[config.mk]
export PLATFORM = sky130hd
export DESIGN_NAME = uart_rx_os_flat
export DESIGN_NICKNAME = d
export VERILOG_FILES = /design/src/rtl/uart_pkg.sv /design/src/rtl/uart_rx_os_if.sv /design/src/rtl/uart_baud_tick.sv /design/src/rtl/uart_rx_os.sv /design/src/flat_wrapper.sv
export SDC_FILE = /design/constraint.sdc
export NUM_CORES = 1
export LEC_CHECK = 0
export BUFFER_PORTS_ARGS = -buffer_cell sky130_fd_sc_hd__buf_2
export CORE_ASPECT_RATIO = 2
export CORE_MARGIN = 8
export CORE_UTILIZATION = 30
export DETAILED_ROUTE_END_ITERATION = 10
export PLACE_DENSITY_LB_ADDON = 0.15
export SETUP_SLACK_MARGIN = 0.02
export SLEW_MARGIN = 40
export SYNTH_ARGS = -nofsm -noshare
export SYNTH_HDL_FRONTEND = slang
export SYNTH_HIERARCHICAL = 1
export SYNTH_SLANG_ARGS = --single-unit
[constraint.sdc]
create_clock -name clk -period 7.55 [get_ports clk]
set_input_delay 0 -clock clk [delete_from_list [all_inputs] [get_ports clk]]
set_output_delay 0 -clock clk [all_outputs]
set_load 0.005 [all_outputs]
[src/rtl/uart_pkg.sv]
// Shared types and constants for the oversampling UART receiver (and the future transmitter).
// The PARITY state exists only when UART_RX_PARITY_EN is defined.
package uart_pkg;

    localparam int UART_OVERSAMPLE_DEF = 16;

    typedef enum logic [2:0] {
        IDLE    = 3'd0,
        START   = 3'd1,
        DATA    = 3'd2,
`ifdef UART_RX_PARITY_EN
        PARITY  = 3'd3,
`endif
        STOP    = 3'd4,
        WAIT_HI = 3'd5
    } uart_rx_state_t;

    // 0 data bits makes no sense on the wire; treat it as a single bit.
    function automatic logic [5:0] clamp_bits(input logic [5:0] req, input logic [5:0] max_bits);
        if (req == 6'd0) begin
            return 6'd1;
        end else if (req > max_bits) begin
            return max_bits;
        end else begin
            return req;
        end
    endfunction

endpackage

[src/rtl/uart_rx_os_if.sv]
// Bus bundle for uart_rx_os; parity signals exist only with UART_RX_PARITY_EN.
// rx_done is a valid-only strobe: dout/frame_err/parity_err are valid in the cycle it is high, no ready.
interface uart_rx_os_if #(
    parameter int MAX_WORD_SIZE = 8,
    parameter int DIV_W         = 16
);
    import uart_pkg::*;

    logic                     rx;
    logic [5:0]               rx_bits;
    logic [DIV_W-1:0]         baud_div;
    logic [MAX_WORD_SIZE-1:0] dout;
    logic                     rx_done;
    logic                     frame_err;
    uart_rx_state_t           state;
`ifdef UART_RX_PARITY_EN
    logic                     parity_odd;
    logic                     parity_err;

    modport master (output rx, rx_bits, baud_div, parity_odd,
                    input  dout, rx_done, frame_err, parity_err, state);
    modport slave  (input  rx, rx_bits, baud_div, parity_odd,
                    output dout, rx_done, frame_err, parity_err, state);
`else
    modport master (output rx, rx_bits, baud_div,
                    input  dout, rx_done, frame_err, state);
    modport slave  (input  rx, rx_bits, baud_div,
                    output dout, rx_done, frame_err, state);
`endif
endinterface

[src/rtl/uart_baud_tick.sv]
// Programmable oversample tick: fires when the count reaches div-1; div=0 behaves as 1.
module uart_baud_tick #(
    parameter int DIV_W = 16
) (
    input  logic             clk,
    input  logic             rst,
    input  logic             clear,
    input  logic [DIV_W-1:0] div,
    output logic             tick
);
    logic [DIV_W-1:0] cnt;
    logic [DIV_W-1:0] lim;

    assign lim  = (div == '0) ? '0 : div - 1'b1;
    assign tick = !clear && (cnt == lim);

    always_ff @(posedge clk or posedge rst) begin
        if (rst) begin
            cnt <= '0;
        end else if (clear || tick) begin
            cnt <= '0;
        end else begin
            cnt <= cnt + 1'b1;
        end
    end
endmodule

[src/rtl/uart_rx_os.sv]
// Oversampling UART receiver with false-start rejection and stop-bit framing check.
// Optional parity checking is built when UART_RX_PARITY_EN is defined.
module uart_rx_os
    import uart_pkg::*;
#(
    parameter int MAX_WORD_SIZE = 8,
    parameter int OVERSAMPLE    = UART_OVERSAMPLE_DEF,
    parameter int DIV_W         = 16
) (
    input logic        clk,
    input logic        rst,
    uart_rx_os_if.slave bus
);
    localparam int              OS_W     = $clog2(OVERSAMPLE);
    localparam logic [OS_W-1:0] MID_CNT  = OS_W'(OVERSAMPLE / 2 - 1);
    localparam logic [OS_W-1:0] LAST_CNT = OS_W'(OVERSAMPLE - 1);
    localparam logic [5:0]      MAX_BITS = 6'(MAX_WORD_SIZE);

    uart_rx_state_t           state, next_state;
    logic                     sync1, rx_s;
    logic [DIV_W-1:0]         div_q;
    logic [5:0]               nbits_q, bit_idx;
    logic [OS_W-1:0]          os_cnt;
    logic [MAX_WORD_SIZE-1:0] shreg;
    logic                     tick, sample, start_edge, last_bit;
`ifdef UART_RX_PARITY_EN
    logic                     par_pend;
`endif

    assign bus.state = state;

    uart_baud_tick #(.DIV_W(DIV_W)) u_tick (
        .clk   (clk),
        .rst   (rst),
        .clear (state == IDLE),
        .div   (div_q),
        .tick  (tick)
    );

    always_ff @(posedge clk or posedge rst) begin
        if (rst) state <= IDLE;
        else     state <= next_state;
    end

    // START samples half a bit in; every later sample is one full bit apart.
    always_comb begin
        next_state = state;
        start_edge = 1'b0;
        last_bit   = (bit_idx == nbits_q - 6'd1);
        sample     = tick && (os_cnt == ((state == START) ? MID_CNT : LAST_CNT));
        case (state)
            IDLE: if (!rx_s) begin
                next_state = START;
                start_edge = 1'b1;
            end
            START:   if (sample) next_state = rx_s ? IDLE : DATA;
`ifdef UART_RX_PARITY_EN
            DATA:    if (sample && last_bit) next_state = PARITY;
            PARITY:  if (sample) next_state = STOP;
`else
            DATA:    if (sample && last_bit) next_state = STOP;
`endif
            STOP:    if (sample) next_state = rx_s ? IDLE : WAIT_HI;
            WAIT_HI: if (rx_s) next_state = IDLE;
            default: next_state = IDLE;
        endcase
    end

    always_ff @(posedge clk or posedge rst) begin
        if (rst) begin
            sync1         <= 1'b1;
            rx_s          <= 1'b1;
            div_q         <= '0;
            nbits_q       <= 6'd1;
            bit_idx       <= '0;
            os_cnt        <= '0;
            shreg         <= '0;
            bus.dout      <= '0;
            bus.rx_done   <= 1'b0;
            bus.frame_err <= 1'b0;
`ifdef UART_RX_PARITY_EN
            par_pend       <= 1'b0;
            bus.parity_err <= 1'b0;
`endif
        end else begin
            sync1       <= bus.rx;
            rx_s        <= sync1;
            bus.rx_done <= 1'b0;

            if (state == IDLE)  os_cnt <= '0;
            else if (tick)      os_cnt <= sample ? '0 : os_cnt + 1'b1;

            if (start_edge) begin
                div_q   <= bus.baud_div;
                nbits_q <= clamp_bits(bus.rx_bits, MAX_BITS);
                bit_idx <= '0;
                shreg   <= '0;
`ifdef UART_RX_PARITY_EN
                par_pend <= 1'b0;
`endif
            end

            // LSB arrives first and ends up right-justified once the stop bit is seen.
            if (state == DATA && sample) begin
                shreg   <= {rx_s, shreg[MAX_WORD_SIZE-1:1]};
                bit_idx <= bit_idx + 6'd1;
            end
`ifdef UART_RX_PARITY_EN
            if (state == PARITY && sample) par_pend <= rx_s ^ (^shreg) ^ bus.parity_odd;
`endif

            if (state == STOP && sample) begin
                bus.rx_done   <= 1'b1;
                bus.dout      <= shreg >> (MAX_BITS - nbits_q);
                bus.frame_err <= !rx_s;
`ifdef UART_RX_PARITY_EN
                bus.parity_err <= par_pend;
`endif
            end
        end
    end
endmodule
[src/flat_wrapper.sv]
// flat-port wrapper written by rule: the top's interface ports become plain ports
module uart_rx_os_flat import uart_pkg::*;
#(
    parameter int MAX_WORD_SIZE = 8,
    parameter int OVERSAMPLE    = UART_OVERSAMPLE_DEF,
    parameter int DIV_W         = 16
)
  (clk, rst, bus_rx, bus_rx_bits, bus_baud_div, bus_dout, bus_rx_done, bus_frame_err, bus_state);
  uart_rx_os_if #(.MAX_WORD_SIZE(MAX_WORD_SIZE), .DIV_W(DIV_W)) bus_i ();
  input logic clk;
  input logic rst;
  input wire logic [$bits(bus_i.rx)-1:0] bus_rx;
  input wire logic [$bits(bus_i.rx_bits)-1:0] bus_rx_bits;
  input wire logic [$bits(bus_i.baud_div)-1:0] bus_baud_div;
  output wire logic [$bits(bus_i.dout)-1:0] bus_dout;
  output wire logic [$bits(bus_i.rx_done)-1:0] bus_rx_done;
  output wire logic [$bits(bus_i.frame_err)-1:0] bus_frame_err;
  output wire logic [$bits(bus_i.state)-1:0] bus_state;
  assign bus_i.rx = bus_rx;
  assign bus_i.rx_bits = bus_rx_bits;
  assign bus_i.baud_div = bus_baud_div;
  assign bus_dout = bus_i.dout;
  assign bus_rx_done = bus_i.rx_done;
  assign bus_frame_err = bus_i.frame_err;
  assign bus_state = bus_i.state;
  uart_rx_os #(.MAX_WORD_SIZE(MAX_WORD_SIZE), .OVERSAMPLE(OVERSAMPLE), .DIV_W(DIV_W)) u_core (.clk(clk), .rst(rst), .bus(bus_i));
endmodule
==> flow_summary_export.csv, run 1 <==
group,metric,value,unit
sta,final_hold_viol_count,0,
drt,via_count,3715,
setup_path,worstPathArrival,4920,ps
clock_network,cts_buffers,9,
status,status,"finished clean",
setup_path,critical_path_class,"flop to flop",
sta,timing.slew.headroom,0.429,
setup_path,cp-end-kind,"flop",
sta,drv_slew,0,
synth,async_flop_share,1.00,
pwr,leakagePower,2.29,nW
clock_network,clk_latency,340,ps
global_routing,grt_max_degree,56,
global_routing,grt-ovfl-total,0,
floorplan,num_rows,62,
clock_network,cts_root_buf,"clkbuf_16",
sta,fmax,216,MHz
synth,synth_top_area_share,0.391,
setup_path,reg2reg_to,"u_core/bus.dout[4]",
drt,drcViolationCount,0,
placement,gp_congestion,0.846,
floorplan,die_area,18900,µm²
floorplan,coreArea,14300,µm²
drt,wl_met1,4260,µm
synth,synth_cells,476,
drt,ant_nets,0,
pwr,p_per_area,184,nW/µm²
synth,yosys-top-cells-area,"dfrtp_1 (39%), nand2_1 (7.5%), xnor2_1 (4.2%)",
synth,ys.flop_type,"dfrtp_1",
synth,ys_seq_area_frac,0.409,
synth,synth_cell_types,72,
setup_path,path_max_fanout,17,
global_routing,grt_use_total,0.141,
clock_network,cts_htree_levels,3,
sta,tns,0,ps
sta,min_period,4640,ps
floorplan,pin_count,38,
pwr,ir_drop,104,µV
synth,syn-num-nets,506,
drt,viasPerCell,5.11,
sta,hold_ws,14.0,ps
global_routing,grt_pass1_vias,3904,
min_path,hold_class,"input pin to flop",
drt,dr.max_layer_used,"met4",
floorplan,fp.dieH,186,µm
clock_network,cts_buffer_depth,2,
synth,synth_area,4350,µm²
drt,route.met2.wl,7650,µm
drt,drt_wl_total,12700,µm
sta,worstMarginPinSlew,848,ps
min_path,whs_path_depth,4,
synth,synth_common_cells,"nand2_1 (87), dfrtp_1 (68), nand3_1 (30)",
setup_path,required,7830,ps
global_routing,grt_pass1_wl,20400,µm
setup_path,reg2regPathDepth,15,
floorplan,die_w,101,µm
layout,nets,560,
synth,yosysWarningCount,6,
drt,drt_iter0_drc,106,
drt,dr_wl_met3,280,µm
synth,synth.largest_area_cell,"dfrtp_1",
placement,port-buffer-count,37,
layout,antenna_cells,0,
synth,syn_area_per_cell,9.15,µm²
setup_path,regToRegSetupSlack,2910,ps
sta,fin_skew,7.19,ps
layout,syn_to_final_growth,20.3,%
clock_network,cts_tree,"done",
sta,rsz0062_at_grt,"false",
clock_network,clock-sinks,71,
synth,ys_seq_elements,71,
setup_path,critPathLaunchType,"flop",
drt,wl_per_cell,17.5,µm
sta,setup_viol,0,
synth,synth_edf_count,0,
setup_path,r2r_start,"u_core/div_q[0]",
clock_network,cts.clk_slew.worst_paths,60,ps
placement,dpl.hpwl,9480,µm
min_path,min_to,"u_core/nbits_q[1]",
clock_network,post_cts_buffers,0,
run,cap_violations,0,
synth,yosysMostFrequentCell,"nand2_1",
floorplan,start_util,0.305,
layout,drive_gt1_frac,0.166,
min_path,hp-start,"bus_rx_bits[3]",
sta,fin_crit_sh,0.615,
drt,first_pass_iters,4,
global_routing,antenna_found_initial,0,
## area by class of cell
| type | instances | area [µm²] |
|---|---|---|
| clock buffer | 10 | 239 |
| sequential | 71 | 1780 |
| fill | 1493 | 9040 |
| timing repair buffer | 67 | 477 |
| inverter | 13 | 48.8 |
| tap | 192 | 240 |
| multi-input combinational | 368 | 2380 |
| clock inverter | 6 | 67.6 |
## state kept, by name, indices dropped and copies added, names as in the netlist
| name | cells |
|---|---|
| u_core/nbits_q | 6 |
| u_core/rx_s | 1 |
| u_core/shreg | 8 |
| u_core/sync1 | 1 |
| u_core/bus.state | 3 |
| u_core/bus.dout | 8 |
| u_core/os_cnt | 4 |
| u_core/bit_idx | 6 |
| u_core/div_q | 16 |
| u_core/bus.rx_done | 1 |
| u_core/bus.frame_err | 1 |
| u_core/u_tick/cnt | 16 |
## per-stage QoR
stage	instance area [µm²]	std cells	util	setup WS (ps)	power [mW]
after floorplan	4350	476	-	3920	0.492
after global placement	4670	685	0.327	2970	0.523
after detailed placement	4680	686	0.328	2880	0.524
after CTS	5230	727	0.367	2850	0.980
after global routing	5240	727	0.367	2540	1.01
final	5240	727	0.367	2910	0.964
## metal layers
layer,vias to the layer above,GRT usage
met2,67,0.278
met4,0,0.0780
met5,-,0
met1,1807,0.125
li1,1812,-
met3,29,0.0242
## cell usage in the layout (no fill, tap or decap), types with 3 or more instances in the layout
cell type      synthesis  final
nand2_1               87     87
dfrtp_1               68     68
buf_2                  6     37
nand3_1               30     30
nor2_1                27     27
dlygate4sd3_1          0     25
o21ai_0               23     23
xnor2_1               21     21
a211oi_1              20     20
xor2_1                14     14
inv_1                 12     11
a21oi_1               11     11
clkbuf_16              0      9
mux2i_1                8      8
nor3_1                 8      8
nand2b_1               7      7
and3_1                 7      7
nand4_1                6      6
or3_1                  5      5
ha_1                   5      5
nor4_1                 5      5
o31ai_1                5      5
nor2b_1                4      4
a22o_1                 4      4
o211a_1                4      4
buf_4                  2      4
a31oi_1                3      3
nor3_2                 3      3
nor4_4                 2      3
a21boi_0               3      3
nand3b_1               3      3
dfstp_2                3      3
## critical path: stages (launching register included)
cell      delay (ps)
dfrtp_1          430
inv_1             80
ha_1             190
or3b_4           420
or3_4            390
xnor2_1          160
o21ba_2          220
o32ai_1          250
o211a_1          590
and3b_1          450
nand4_1          220
or3_1            570
clkinv_1         120
o211ai_2         170
nor2_4           160
a22o_1           140
## worst max path at each step
stage,start,endpoint
floorplan,u_core/div_q[0],u_core/bus.dout[4]
global placement,u_core/div_q[0],u_core/bus.dout[4]
detailed placement,u_core/div_q[0],u_core/bus.dout[4]
CTS,u_core/div_q[0],u_core/bus.dout[4]
global route,u_core/div_q[0],u_core/bus.dout[4]
finish,u_core/div_q[0],u_core/bus.dout[4]
## power breakdown
group          internal, mW  total, mW  switching, mW  leakage [nW]
registers             0.396      0.430         0.0339         0.926
logic                0.0488     0.0961         0.0473          1.22
clock network         0.266      0.438          0.172         0.145
## what timing repair did
action                                 4_1_cts  5_1_grt
gates resized for setup                      0        0
endpoints found under the hold margin       89        0
hold buffers                                25        0
## cell families (layout without fill, tap and decap cells)
kind of cell	count (synthesis)	count (layout)	synth area share
simple gates	218	218	0.263
fa+ha+maj	5	5	0.0144
buf+inv	37	96	0.0457
compound gates	97	97	0.158
xor+xnor	36	36	0.0759
mux	12	12	0.0339
flops	71	71	0.409
No activity file was read; power rests on OpenSTA's default activity.
==> run 2, diff against run 1 <==
Settings changed: ABC_AREA from default to 1.
Clock period 7.55 ns to 3.7 ns, I/O delays scaled along.
==> flow_summary_export.csv, run 2 <==
group,metric,value,unit
synth,syn-num-nets,646,
status,status,"finished clean",
sta,worstMarginPinSlew,673,ps
floorplan,pin_count,38,
setup_path,critPathTopFamily,"simple AND/OR/NAND/NOR gates",
setup_path,path_buf_inv,4,
clock_network,cts_tree,"done",
sta,rsz0062_at_grt,"false",
floorplan,num_rows,63,
pwr,p_comb_frac,0.105,
drt,drcViolationCount,0,
min_path,hold_class,"input pin to asynchronous set/reset pin",
floorplan,coreArea,14700,µm²
pwr,power_frac_seq,0.437,
synth,ys_seq_area_frac,0.401,
global_routing,grt_pass1_wl,18600,µm
clock_network,clock-sinks,71,
setup_path,critical_path_class,"flop to flop",
sta,timing.slew.headroom,0.552,
drt,wl_per_cell,12.3,µm
layout,regArea,1780,µm²
sta,tns,0,ps
layout,nFillCells,1589,
floorplan,die_w,102,µm
pwr,switchingPower,0.519,mW
setup_path,r2r_start,"u_core/div_q[0]",
synth,syn_area_per_cell,7.20,µm²
setup_path,reg2regPathDepth,22,
setup_path,critPathLaunchType,"flop",
synth,yosys-top-cells-area,"dfrtp_1 (38%), nand2_1 (16%), inv_1 (6.3%)",
clock_network,cts_buffers,9,
drt,drt_iter0_drc,176,
layout,most-common-layout-cells,"nand2_1 (193), inv_1 (74), dfrtp_1 (68)",
synth,async_flop_share,1.00,
layout,antenna_cells,0,
clock_network,post_cts_buffers,0,
drt,first_pass_iters,7,
run,cap_violations,0,
global_routing,grt_max_degree,53,
drt,via_count,3914,
setup_path,slowest_stage,"dfrtp_1",
layout,multiInputGateArea,2270,µm²
pwr,p_int,1.42,mW
synth,ys.flop_type,"dfrtp_1",
pwr,ir_drop,252,µV
setup_path,reg2reg_to,"u_core/bus.dout[0]",
synth,synth.largest_area_cell,"dfrtp_1",
clock_network,cts_buffer_depth,2,
setup_path,cp-end-kind,"flop",
sta,fmax,310,MHz
synth,synth_cells,616,
floorplan,die_area,19200,µm²
drt,drt_wl_total,10800,µm
global_routing,grt-ovfl-total,0,
setup_path,max_stage_delay,370,ps
global_routing,grt_use_total,0.120,
synth,synth_common_cells,"nand2_1 (193), inv_1 (75), dfrtp_1 (68)",
sta,drv_slew,0,
sta,fin_skew,5.84,ps
synth,ys_seq_elements,71,
synth,synth_cell_types,39,
floorplan,fp.dieH,188,µm
sta,min_period,3220,ps
placement,gp_congestion,0.838,
clock_network,cts_root_buf,"clkbuf_16",
synth,yosysMostFrequentCell,"nand2_1",
pwr,switching_share,0.267,
layout,utilization,0.364,
setup_path,worstPathArrival,3500,ps
layout,syn_to_final_growth,20.3,%
layout,final_common_cell,"nand2_1",
setup_path,required,3980,ps
clock_network,cts_htree_levels,3,
floorplan,start_util,0.303,
placement,dpl.hpwl,7930,µm
drt,ant_nets,0,
synth,synth_edf_count,0,
setup_path,cp_common_cell,"nand2_1",
setup_path,path_max_fanout,15,
layout,nets,707,
clock_network,clk_latency,330,ps
layout,largestRegisters,"u_core/div_q (16), u_core/u_tick/cnt (16)",
global_routing,antenna_found_initial,0,
placement,port-buffer-count,37,
setup_path,crit_chain,"inv_1 > ha_1 > nand2_2 > nor2_2 > nand2_4 > nand3_1 > nand2_1 > nand2_1 > nand2_1 > nor2_1 > nand3_2 > nor2_2 > nand3_1 > inv_1 > nand3_2 > nor2_4 > inv_2 > nor2_4 > inv_2 > a21oi_1 > nand2_1 > nand2_1",
synth,synth_top_area_share,0.383,
layout,drive_gt1_frac,0.163,
pwr,leakagePower,2.63,nW
setup_path,regToRegSetupSlack,480,ps
clock_network,cts.clk_slew.worst_paths,60,ps
sta,fin_crit_sh,0.870,
sta,final_hold_viol_count,0,
synth,yosysWarningCount,6,
pwr,p_per_area,364,nW/µm²
synth,synth_area,4440,µm²
drt,viasPerCell,4.46,
global_routing,grt_pass1_vias,3894,
pwr,clock_power_share,0.458,
sta,setup_viol,0,
## run 2: cell count changes in the layout (fill, tap and decap cells not counted), sizes merged, moves of 8 or more
cell	previous run	this run
nand2	87	206
inv	14	82
nor2	29	74
nand3	31	58
a211oi	21	0
xnor2	21	4
nand4	6	22
nor4	9	1
o22ai	2	10
## run 2: routing by layer
| metal | vias up | wire length, µm | GRT usage |
|---|---|---|---|
| met3 | 12 | 288 | 0.0219 |
| met2 | 46 | 5000 | 0.185 |
| met5 | - | 0 | 0 |
| met1 | 1784 | 5350 | 0.158 |
| met4 | 0 | 187 | 0.0495 |
| li1 | 2072 | - | - |
## run 2: area by class of cell
class	count	area share
Multi-Input combinational cell	451	0.425
Tap cell	195	0.0457
Clock inverter	7	0.0150
Sequential cell	71	0.333
Clock buffer	9	0.0422
Inverter	81	0.0569
Timing Repair Buffer	63	0.0816
## run 2: cell families (layout without fill, tap and decap cells)
kind of cell	count (synthesis)	count (layout)	synth area share
multiplexers	1	1	0.00226
XOR/XNOR	23	23	0.0454
adder cells (fa/ha/maj)	5	5	0.0141
AO/OA/AOI/OAI	50	50	0.0643
flip-flops	71	71	0.401
AND/OR/NAND/NOR	371	372	0.382
buffers and inverters	95	160	0.0911
## run 2: timing repair
| action | CTS | global route |
|---|---|---|
| setup endpoints to repair | 0 | 20 |
| hold endpoints to repair | 89 | 0 |
| hold buffers | 22 | 0 |
| gates resized for setup | 0 | 3 |
## run 2: worst reg2reg max path, cell delays in order, from the launching register on
cell,delay (ps)
dfrtp_1,370
inv_1,150
ha_1,270
nand2_2,130
nor2_2,230
nand2_4,170
nand3_1,120
nand2_1,50
nand2_1,60
nand2_1,50
nor2_1,140
nand3_2,160
nor2_2,190
nand3_1,100
inv_1,90
nand3_2,140
nor2_4,140
inv_2,120
nor2_4,130
inv_2,60
a21oi_1,150
nand2_1,90
nand2_1,60
## run 2: worst max path at each step
| stage | start | to | slack [ps] | cells past startpoint |
|---|---|---|---|---|
| floorplan | u_core/div_q[0] | u_core/bus.dout[1] | 960 | 25 |
| global placement | u_core/div_q[0] | u_core/bus.dout[1] | 290 | 22 |
| detailed placement | u_core/div_q[0] | u_core/bus.dout[0] | 180 | 22 |
| CTS | u_core/div_q[0] | u_core/bus.dout[0] | 180 | 22 |
| global route | u_core/div_q[0] | u_core/bus.dout[0] | 50 | 22 |
| finish | u_core/div_q[0] | u_core/bus.dout[0] | 480 | 22 |
## run 2: power groups by stage
stage,sequential [mW],clock [mW],combinational [mW]
after global placement,0.865,0,0.187
after global routing,0.856,0.952,0.241
after floorplan,0.852,0,0.146
after detailed placement,0.864,0,0.189
after CTS,0.850,0.925,0.207
final,0.849,0.889,0.204
## run 2: stage by stage
step	hold slack (ps)	cells	cell area, µm²	total power, mW	setup WS (ps)
after floorplan	-86.3	616	4440	0.998	957
after global placement	-125	838	4800	1.05	289
after detailed placement	-121	838	4800	1.05	184
after CTS	58.1	876	5320	1.98	175
after global routing	87.0	877	5340	2.05	50.7
final	71.5	877	5340	1.94	479
==> run 3, diff against run 2 <==
==> constraint.sdc (replaced) <==
create_clock -name clk -period 3.7 [get_ports clk]
set_input_delay 0.555 -clock clk [delete_from_list [all_inputs] [get_ports clk]]
set_output_delay 0.555 -clock clk [all_outputs]
set_load 0.05 [all_outputs]
==> flow_summary_export.csv, run 3 (synthesized netlist as in run 2, its figures left out) <==
group,metric,value,unit
status,status,"finished clean",
drt,via_count,3884,
floorplan,die_w,102,µm
floorplan,pin_count,38,
min_path,hold_class,"input pin to asynchronous set/reset pin",
pwr,p_comb_frac,0.096,
pwr,p_int,1.41,mW
clock_network,clk_latency,340,ps
sta,tns,0,ps
setup_path,critPathLaunchType,"flop",
floorplan,die_area,19200,µm²
layout,final_cells,855,
layout,antenna_cells,0,
layout,multiInputGateArea,2280,µm²
pwr,leakagePower,2.54,nW
setup_path,worstPathArrival,3440,ps
run,cap_violations,0,
sta,setup_viol,0,
sta,final_hold_viol_count,0,
placement,place_ws,236,ps
layout,final_common_cell,"nand2_1",
sta,min_period,3160,ps
global_routing,grt_pass1_wl,17800,µm
sta,rsz0062_at_grt,"false",
layout,nFillCells,1617,
clock_network,cts_tree,"done",
setup_path,regToRegSetupSlack,540,ps
global_routing,grt_use_total,0.115,
drt,drcViolationCount,0,
setup_path,reg2reg_to,"u_core/bus.dout[1]",
setup_path,crit_path_end,"u_core/bus.dout[1]",
setup_path,startpoint,"u_core/div_q[0]",
global_routing,antenna_found_initial,0,
floorplan,num_rows,63,
drt,drt_wl_total,10400,µm
setup_path,reg2regPathDepth,24,
clock_network,clock-sinks,71,
setup_path,cp-end-kind,"flop",
sta,worst_slack,540,ps
drt,first_pass_iters,5,
sta,fin_crit_sh,0.854,
clock_network,cts_htree_levels,3,
placement,dp.cells,838,
clock_network,cts_buffer_depth,2,
layout,nets,685,
global_routing,grt_max_degree,33,
sta,worstMarginPinSlew,680,ps
clock_network,post_cts_buffers,0,
placement,dpl.hpwl,7840,µm
pwr,clock_power_share,0.463,
layout,syn_to_final_growth,15.5,%
setup_path,path_max_fanout,15,
layout,drive_gt1_frac,0.170,
layout,largestRegisters,"u_core/div_q (16), u_core/u_tick/cnt (16)",
pwr,switchingPower,0.516,mW
sta,drv_slew,0,
layout,regArea,1780,µm²
floorplan,coreArea,14700,µm²
sta,fin_skew,10.3,ps
placement,port-buffer-count,37,
pwr,p_per_area,376,nW/µm²
sta,timing.slew.headroom,0.546,
setup_path,r2r_start,"u_core/div_q[0]",
layout,most-common-layout-cells,"nand2_1 (193), inv_1 (74), dfrtp_1 (68)",
global_routing,grt-ovfl-total,0,
setup_path,required,3980,ps
clock_network,cts.clk_slew.worst_paths,70,ps
sta,fmax,316,MHz
clock_network,cts_buffers,9,
pwr,power_frac_seq,0.441,
floorplan,start_util,0.303,
drt,drt_iter0_drc,173,
drt,ant_nets,0,
pwr,ir_drop,193,µV
floorplan,fp.dieH,188,µm
setup_path,critical_path_class,"flop to flop",
placement,gp_congestion,0.826,
drt,viasPerCell,4.54,
clock_network,cts_root_buf,"clkbuf_16",
drt,wl_per_cell,12.2,µm
pwr,switching_share,0.268,
global_routing,grt_pass1_vias,3732,
sta,hold_ws,316,ps
run 3: cell types whose count changed in the layout (fill, tap and decap cells not counted):
cell,change
clkinv_4,-1
nor2_4,+1
dlygate4sd3_1,-22
inv_6,+1
nor2_1,-1
run 3: worst min path at each step:
stage / from / to / slack (ps) / depth (start not counted)
after floorplan: u_core/sync1 / u_core/rx_s / 350 / 0
after global placement: u_core/sync1 / u_core/rx_s / 350 / 0
after detailed placement: u_core/sync1 / u_core/rx_s / 350 / 0
after CTS: bus_rx / u_core/sync1 / 300 / 1
after global routing: bus_rx / u_core/sync1 / 300 / 1
final: rst / u_core/div_q[0] / 320 / 2
run 3: metrics by stage:
stage,total power [mW],util,area (µm²)
2_1_floorplan,0.998,-,4440
3_3_place_gp,1.05,0.327,4800
3_5_place_dp,1.05,0.327,4800
4_1_cts,1.97,0.348,5100
5_1_grt,2.03,0.350,5130
6_report,1.93,0.350,5130
run 3: power groups by stage:
| stage | Clock (mW) | Combinational (mW) | Sequential, mW |
|---|---|---|---|
| 6_report | 0.891 | 0.186 | 0.849 |
| 5_1_grt | 0.952 | 0.220 | 0.855 |
| 4_1_cts | 0.927 | 0.189 | 0.849 |
| 3_5_place_dp | 0 | 0.187 | 0.864 |
| 3_3_place_gp | 0 | 0.186 | 0.864 |
| 2_1_floorplan | 0 | 0.146 | 0.852 |
run 3: layer usage:
metal	global-route usage	wire length [µm]	part of all wire
met5	0	0	0
met4	0.0404	136	0.013
met3	0.0234	375	0.036
met2	0.174	4720	0.45
met1	0.155	5180	0.50
run 3: timing repair:
item,CTS,global route
gates resized for setup,0,5
hold buffers,0,0
endpoints found under the hold margin,0,0
setup endpoints to repair,0,26
run 3: final cells by class:
type	instances	share of cell area
clock buffers	9	0.0439
clock inverters	7	0.0156
inverters	81	0.0593
multi-input cells	451	0.444
flip-flops and latches	71	0.347
well taps	195	0.0476
repair buffers	41	0.0420
run 3: worst max-delay path: stages (launching register included):
cell and delay (ps):
dfrtp_1 380, inv_1 160, ha_1 260, nand2_2 150, nor2_4 180, nand2_4 140, nand2_1 80, nand2_1 40
nand2_1 50, nand2_1 50, clkinv_1 40, nand2_1 50, nor2_2 110, nand3_2 130, nor2_2 190, nand3_1 100
inv_1 90, nand3_2 150, nor2_4 140, inv_2 110, nor2_4 130, nand2_2 80, nor2_1 130, nand2_1 60
nand3_1 70
